File: config.mk
export PLATFORM = sky130hd
export DESIGN_NAME = mmio_input_ctrl
export DESIGN_NICKNAME = d
export VERILOG_FILES = /design/src/rtl/mmio_input_ctrl.sv
export SDC_FILE = /design/constraint.sdc
export NUM_CORES = 1
export LEC_CHECK = 0
export BUFFER_PORTS_ARGS = -buffer_cell sky130_fd_sc_hd__buf_2
export CAP_MARGIN = 20
export CORE_ASPECT_RATIO = 0.8
export CORE_UTILIZATION = 43
export CTS_CLUSTER_DIAMETER = 40
export DETAILED_ROUTE_END_ITERATION = 8
export PLACE_DENSITY_LB_ADDON = 0.05
export SLEW_MARGIN = 10
export SYNTH_ARGS = -nofsm -noshare
export SYNTH_HDL_FRONTEND = slang
export SYNTH_SLANG_ARGS = --single-unit
File: constraint.sdc
create_clock -name clk -period 2.7 [get_ports clk]
set_input_delay 0.675 -clock clk [delete_from_list [all_inputs] [get_ports clk]]
set_output_delay 0.675 -clock clk [all_outputs]
set_load 0.02 [all_outputs]
File: src/rtl/mmio_input_ctrl.sv
// mmio_input_ctrl: memory-mapped input controller for switches/keys.
// Each channel is optionally inverted, passed through a 2-flop synchroniser and a
// debouncer. The debounced levels are readable as DATA. Debounced edges are captured
// in sticky write-1-to-clear EDGE flags.
// Optional feature macro: MMIO_INPUT_IRQ_EN adds the IMASK register and the irq output.
//
// Register map (byte offsets from BASE_ADDR):
//   +0x0 DATA  RO    debounced levels
//   +0x4 EDGE  RW1C  sticky edge flags
//   +0x8 CTRL  RW    [1:0] edge mode (01 rise, 10 fall, 11 both), [2] invert
//   +0xC IMASK RW    per-channel irq enable (reads 0 without MMIO_INPUT_IRQ_EN)
module mmio_input_ctrl #(
    parameter int               NCH             = 10,
    parameter int               DEBOUNCE_CYCLES = 50,
    parameter int               CNT_BITS        = 16,
    parameter int               DBITS           = 32,
    parameter logic [DBITS-1:0] BASE_ADDR       = 32'hF0000014
) (
    input  logic             clk,
    input  logic             reset,
    input  logic [NCH-1:0]   in_raw,
    input  logic [DBITS-1:0] addr,
    input  logic             wr_en,
    input  logic [DBITS-1:0] wr_data,
    output logic [DBITS-1:0] rd_data
`ifdef MMIO_INPUT_IRQ_EN
    ,
    output logic             irq
`endif
);

    localparam logic [DBITS-1:0]    ADDR_DATA  = BASE_ADDR;
    localparam logic [DBITS-1:0]    ADDR_EDGE  = BASE_ADDR + DBITS'(4);
    localparam logic [DBITS-1:0]    ADDR_CTRL  = BASE_ADDR + DBITS'(8);
    localparam logic [DBITS-1:0]    ADDR_IMASK = BASE_ADDR + DBITS'(12);
    localparam logic [CNT_BITS-1:0] CNT_MAX    = CNT_BITS'(DEBOUNCE_CYCLES - 1);

    logic [NCH-1:0]      sync1_q, sync1_d;
    logic [NCH-1:0]      sync2_q, sync2_d;
    logic [NCH-1:0]      deb_q, deb_d;
    logic [NCH-1:0]      edge_q, edge_d;
    logic [CNT_BITS-1:0] cnt_q [NCH];
    logic [CNT_BITS-1:0] cnt_d [NCH];
    logic [2:0]          ctrl_q, ctrl_d;
    logic [NCH-1:0]      set_edge;
    logic [NCH-1:0]      clr_edge;
    logic                wr_edge, wr_ctrl;

    // wr_data bits above the register widths are intentionally ignored
    logic unused_wr_data;
    assign unused_wr_data = ^wr_data;

    assign wr_edge = wr_en && (addr == ADDR_EDGE);
    assign wr_ctrl = wr_en && (addr == ADDR_CTRL);

    // Inversion is applied before the synchroniser so toggling it debounces like an input change
    always_comb begin
        sync1_d = in_raw ^ {NCH{ctrl_q[2]}};
        sync2_d = sync1_q;
    end

    // Debounce: accept a new level after DEBOUNCE_CYCLES consecutive differing samples
    always_comb begin
        deb_d    = deb_q;
        set_edge = '0;
        for (int i = 0; i < NCH; i++) begin
            cnt_d[i] = '0;
            if (sync2_q[i] != deb_q[i]) begin
                if (cnt_q[i] == CNT_MAX) begin
                    deb_d[i]    = sync2_q[i];
                    set_edge[i] = sync2_q[i] ? ctrl_q[0] : ctrl_q[1];
                end else begin
                    cnt_d[i] = cnt_q[i] + CNT_BITS'(1);
                end
            end
        end
    end

    // Register writes; a capture on the same edge as a W1C clear keeps the flag set
    always_comb begin
        clr_edge = wr_edge ? wr_data[NCH-1:0] : '0;
        edge_d   = (edge_q & ~clr_edge) | set_edge;
        ctrl_d   = wr_ctrl ? wr_data[2:0] : ctrl_q;
    end

`ifdef MMIO_INPUT_IRQ_EN
    logic [NCH-1:0] imask_q, imask_d;

    // Interrupt mask register
    always_comb begin
        imask_d = (wr_en && (addr == ADDR_IMASK)) ? wr_data[NCH-1:0] : imask_q;
    end

    // Interrupt mask flop
    always_ff @(posedge clk or negedge reset) begin
        if (!reset) imask_q <= '0;
        else        imask_q <= imask_d;
    end

    assign irq = |(edge_q & imask_q);
`endif

    // Combinational read mux; unmapped or misaligned addresses read 0
    always_comb begin
        rd_data = '0;
        case (addr)
            ADDR_DATA:  rd_data[NCH-1:0] = deb_q;
            ADDR_EDGE:  rd_data[NCH-1:0] = edge_q;
            ADDR_CTRL:  rd_data[2:0]     = ctrl_q;
`ifdef MMIO_INPUT_IRQ_EN
            ADDR_IMASK: rd_data[NCH-1:0] = imask_q;
`else
            ADDR_IMASK: rd_data          = '0;
`endif
            default:    rd_data          = '0;
        endcase
    end

    // State flops; reset abandons any debounce in progress
    always_ff @(posedge clk or negedge reset) begin
        if (!reset) begin
            sync1_q <= '0;
            sync2_q <= '0;
            deb_q   <= '0;
            edge_q  <= '0;
            ctrl_q  <= '0;
            for (int i = 0; i < NCH; i++) cnt_q[i] <= '0;
        end else begin
            sync1_q <= sync1_d;
            sync2_q <= sync2_d;
            deb_q   <= deb_d;
            edge_q  <= edge_d;
            ctrl_q  <= ctrl_d;
            for (int i = 0; i < NCH; i++) cnt_q[i] <= cnt_d[i];
        end
    end

endmodule
==> metrics.txt <==
# TYPE chip_impl_metric gauge
chip_impl_metric{name="cts-buffers-inserted",unit=""} 29
chip_impl_metric{name="num_antenna_cells",unit=""} 0
chip_impl_info{name="tritoncts",value="yes"} 1
chip_impl_metric{name="yosys_warnings",unit=""} 0
chip_impl_metric{name="boundaryPins",unit=""} 109
chip_impl_metric{name="placeableCoreArea",unit="um^2"} 23590
chip_impl_metric{name="gate_count_post_synth",unit=""} 1071
chip_impl_metric{name="area_growth_syn_to_layout",unit="%"} 16.74
chip_impl_metric{name="synth-simple-area-share",unit="%"} 26.56
chip_impl_metric{name="post_synth_fa_ha_maj_area_fraction",unit="%"} 2.402
chip_impl_metric{name="synth_compound_area_share",unit="%"} 5.572
chip_impl_metric{name="required",unit="ns"} 2.03
chip_impl_metric{name="die-width",unit="um"} 176.0
chip_impl_info{name="ys_dominant_reg_cell",value="sky130_fd_sc_hd__dfrtp_1"} 1
chip_impl_info{name="combinational_family_with_the_most_area_after_synthesis",value="simple AND/OR/NAND/NOR gates"} 1
chip_impl_metric{name="worst_clock_skew",unit="ns"} 0.01691
chip_impl_metric{name="pre_cts_slack",unit="ns"} -0.1626
chip_impl_metric{name="final.fill_count",unit=""} 2207
chip_impl_metric{name="total_die_area",unit="um^2"} 24860
chip_impl_metric{name="proportion_of_synthesized_flip_flops_having_asynchronous_set_or_reset",unit="%"} 100.0
chip_impl_metric{name="placed_cells",unit=""} 1442
chip_impl_metric{name="final-hold-violation-count",unit=""} 0
chip_impl_metric{name="via_per_inst",unit=""} 5.205
chip_impl_metric{name="max_freq",unit="MHz"} 382.7
chip_impl_info{name="gr-max-usage-layer",value="met1"} 1
chip_impl_metric{name="seq_area",unit="um^2"} 5080
chip_impl_info{name="critPathLaunchType",value="input port"} 1
chip_impl_metric{name="synth-edff-count",unit=""} 0
chip_impl_metric{name="global_route.usage.met1",unit="%"} 28.73
chip_impl_metric{name="synth.cell_area",unit="um^2"} 10420
chip_impl_metric{name="ctsLongestPathBuffers",unit=""} 3
chip_impl_metric{name="synth.area.mux_share",unit="%"} 1.477
chip_impl_metric{name="final-max-slew-violation-count",unit=""} 0
chip_impl_metric{name="cts_sinks",unit=""} 203
chip_impl_metric{name="layout.core_utilization",unit="%"} 51.58
chip_impl_metric{name="grt_pass1_wl",unit="mm"} 37.72
chip_impl_metric{name="vias",unit=""} 7797
chip_impl_info{name="hold_path_class",value="input port to asynchronous set/reset pin"} 1
chip_impl_metric{name="post_synth_xor_area_fraction",unit="%"} 11.10
chip_impl_metric{name="pwr-share-comb",unit="%"} 4.5
chip_impl_info{name="path_class",value="input port to output port"} 1
chip_impl_metric{name="nNetsFinal",unit=""} 1262
chip_impl_metric{name="wirelength",unit="mm"} 22.60
chip_impl_metric{name="worstPathMaxFanout",unit=""} 5
chip_impl_metric{name="syn_area_per_cell",unit="um^2"} 9.729
chip_impl_metric{name="vdd_drop_max",unit="mV"} 0.5430
chip_impl_metric{name="instances_no_fill",unit=""} 1498
chip_impl_metric{name="period_share",unit="%"} 96.78
chip_impl_metric{name="internal_power",unit="mW"} 5.493
chip_impl_metric{name="seq_area_frac_synth",unit="%"} 48.75
chip_impl_metric{name="multiInputGateArea",unit="um^2"} 5024
chip_impl_metric{name="cts_htree_levels",unit=""} 1
chip_impl_metric{name="die_height",unit="um"} 141.2
chip_impl_metric{name="grt.met3_usage",unit="%"} 2.940
chip_impl_metric{name="finalSetupViolCount",unit=""} 0
chip_impl_metric{name="worst_pin_slew",unit="ns"} 0.5876
chip_impl_metric{name="antenna_found_initial",unit=""} 0
chip_impl_metric{name="detail_route.wl_per_cell",unit="um"} 15.09
chip_impl_info{name="clk_root_buffer_cell",value="sky130_fd_sc_hd__clkbuf_16"} 1
chip_impl_info{name="endpoint_kind",value="output port"} 1
chip_impl_metric{name="clk_transition_reported_paths",unit="ns"} 0.05
chip_impl_metric{name="postRouteAntennaNets",unit=""} 0
chip_impl_metric{name="gr-usage-all-layers",unit="%"} 18.75
chip_impl_metric{name="ys_types",unit=""} 49
chip_impl_metric{name="timing.max_cap.violations",unit=""} 0
chip_impl_metric{name="clk-insertion-delay-late",unit="ns"} 0.54
chip_impl_metric{name="clockPowerShare",unit="%"} 51.5
chip_impl_metric{name="overflow",unit=""} 0
chip_impl_metric{name="minimum_setup_slack_in_the_final_design",unit="ns"} 0.08705
chip_impl_metric{name="power.share.switching",unit="%"} 23.37
chip_impl_metric{name="drt_first_pass_iters",unit=""} 4
chip_impl_metric{name="grt_max_degree",unit=""} 55
chip_impl_metric{name="fraction_of_final_layout_cells_sized_beyond_drive_strength_1",unit="%"} 14.50
chip_impl_metric{name="globalplace.congestion",unit=""} 0.8160
chip_impl_info{name="status",value="finished clean"} 1
chip_impl_metric{name="ys_seq_elements",unit=""} 203
chip_impl_metric{name="io_buffer_count",unit=""} 64
chip_impl_metric{name="initial_utilization",unit="%"} 44.18
chip_impl_metric{name="cp.arrival",unit="ns"} 1.94
chip_impl_metric{name="rows",unit=""} 50
chip_impl_metric{name="post-route-min-period",unit="ns"} 2.613
chip_impl_metric{name="detail_route.drc_violations",unit=""} 0
chip_impl_metric{name="power_frac_seq",unit="%"} 44.0
chip_impl_metric{name="grt_pass1_vias",unit=""} 7361
chip_impl_metric{name="hpwlAfterDp",unit="mm"} 15.53
chip_impl_metric{name="gr-usage-met2",unit="%"} 27.54
chip_impl_metric{name="powerDensity",unit="nW/um^2"} 589.3
chip_impl_metric{name="drtIter0Drc",unit=""} 498
chip_impl_metric{name="netSwitchingPower",unit="mW"} 1.675
chip_impl_metric{name="leakage",unit="nW"} 5.117
chip_impl_metric{name="slew_headroom",unit="%"} 60.73
## worst max-delay path, stage by stage
cell and delay, ns:
sky130_fd_sc_hd__buf_2 0.09, sky130_fd_sc_hd__nor4_1 0.27, sky130_fd_sc_hd__nand4_1 0.12, sky130_fd_sc_hd__buf_4 0.18, sky130_fd_sc_hd__or2_4 0.32, sky130_fd_sc_hd__nor2_1 0.11
sky130_fd_sc_hd__buf_2 0.17
## area by class of cell
class / count / share of cell area, %
Sequential cell: 203 / 41.76
Multi-Input combinational cell: 802 / 41.30
Clock buffer: 32 / 6.141
Timing Repair Buffer: 88 / 4.639
Clock inverter: 20 / 1.687
Inverter: 41 / 1.265
Tap cell: 312 / 3.209
## path summary, 6_finish.rpt
kind	depth (start not counted)	from	slack (ns)	end
setup / recovery	7	addr[13]	0.09	rd_data[6]
hold reg to reg	0	sync1_q[8]$_DFF_PN0_	0.35	sync2_q[8]$_DFF_PN0_
max in group asynchronous	2	reset	2.03	cnt_q[34]$_DFF_PN0_
min in group clk	2	in_raw[4]	0.30	sync1_q[4]$_DFF_PN0_
setup reg to reg	6	cnt_q[129]$_DFF_PN0_	0.87	cnt_q[130]$_DFF_PN0_
hold / removal	1	reset	0.07	cnt_q[132]$_DFF_PN0_
## power groups by stage
stage | Clock (mW) | Combinational (mW) | Sequential [mW]
2_1_floorplan | 0 | 0.191 | 3.19
3_3_place_gp | 0 | 0.328 | 3.21
3_5_place_dp | 0 | 0.331 | 3.21
4_1_cts | 3.79 | 0.332 | 3.15
5_1_grt | 3.93 | 0.375 | 3.16
6_report | 3.69 | 0.324 | 3.15
## synth_stat cells, types with 15 or more instances
cell,number,area [um^2]
sky130_fd_sc_hd__buf_4,22,165.2
sky130_fd_sc_hd__xor2_1,59,516.8
sky130_fd_sc_hd__a21oi_1,33,165.2
sky130_fd_sc_hd__nor3_1,18,90.09
sky130_fd_sc_hd__and4_1,15,131.4
sky130_fd_sc_hd__nor2_1,180,675.7
sky130_fd_sc_hd__inv_1,41,153.9
sky130_fd_sc_hd__ha_1,20,250.2
sky130_fd_sc_hd__nand2_1,58,217.7
sky130_fd_sc_hd__dfrtp_1,203,5080
sky130_fd_sc_hd__o21ai_0,15,75.07
sky130_fd_sc_hd__xnor2_1,73,639.4
sky130_fd_sc_hd__nand4_1,47,294.0
sky130_fd_sc_hd__nand3_1,51,255.2
sky130_fd_sc_hd__nor4_1,55,344.1
## what timing repair did
action,in CTS,in global routing
gates cloned,1,0
resized for setup,2,9
setup endpoints to repair,10,10
hold buffers,0,0
hold endpoints to repair,0,0
buffers inserted,3,0
pin swaps,3,0
## layout by cell type, fill, tap and decap left out, types with 8 or more instances in the layout
cell type,count
sky130_fd_sc_hd__and4_1,15
sky130_fd_sc_hd__nor3b_1,10
sky130_fd_sc_hd__o21ai_0,15
sky130_fd_sc_hd__buf_4,25
sky130_fd_sc_hd__ha_1,20
sky130_fd_sc_hd__or3_1,14
sky130_fd_sc_hd__a21oi_1,33
sky130_fd_sc_hd__and3_1,14
sky130_fd_sc_hd__nand2_1,58
sky130_fd_sc_hd__nand4_1,47
sky130_fd_sc_hd__xor2_1,59
sky130_fd_sc_hd__nor3_1,18
sky130_fd_sc_hd__buf_2,58
sky130_fd_sc_hd__nor2b_1,14
sky130_fd_sc_hd__nor4_1,53
sky130_fd_sc_hd__inv_1,41
sky130_fd_sc_hd__mux2_2,11
sky130_fd_sc_hd__conb_1,22
sky130_fd_sc_hd__clkbuf_16,29
sky130_fd_sc_hd__nand3b_1,8
sky130_fd_sc_hd__dfrtp_1,203
sky130_fd_sc_hd__xnor2_1,73
sky130_fd_sc_hd__nor2_1,179
sky130_fd_sc_hd__nor4bb_1,13
sky130_fd_sc_hd__nand3_1,51
## routing by layer
layer	wire, um	vias up
met4	441	0
met1	11850	3701
met2	9518	134
li1	-	3932
met3	785	30
met5	0	-
## state kept, by name, indices dropped and copies added, names as in the netlist
name,cells
edge_q,10
sync1_q,10
ctrl_q,3
deb_q,10
cnt_q,160
sync2_q,10
## cell families after synthesis
group                      after synthesis
DFF                                    203
other                                    1
muxes                                   14
xor gates and xnor gates               132
buffers and inverters                   88
adders and majority gates               20
and+or+nand+nor                        522
AOI/OAI and AO/OA                       91
## per-stage QoR
step           instance area (um^2)  setup TNS, ns  hold slack, ns  power [mW]
6_report                      12160              0         0.06618       7.169
3_5_place_dp                  11140         -1.480          0.3347       3.538
4_1_cts                       12130              0         0.06246       7.273
5_1_grt                       12160      -0.003831         0.08494       7.469
3_3_place_gp                  11130         -1.622          0.3317       3.534
2_1_floorplan                 10500              0          0.3312       3.382
Note: power is estimated with default switching activity, not from simulation.
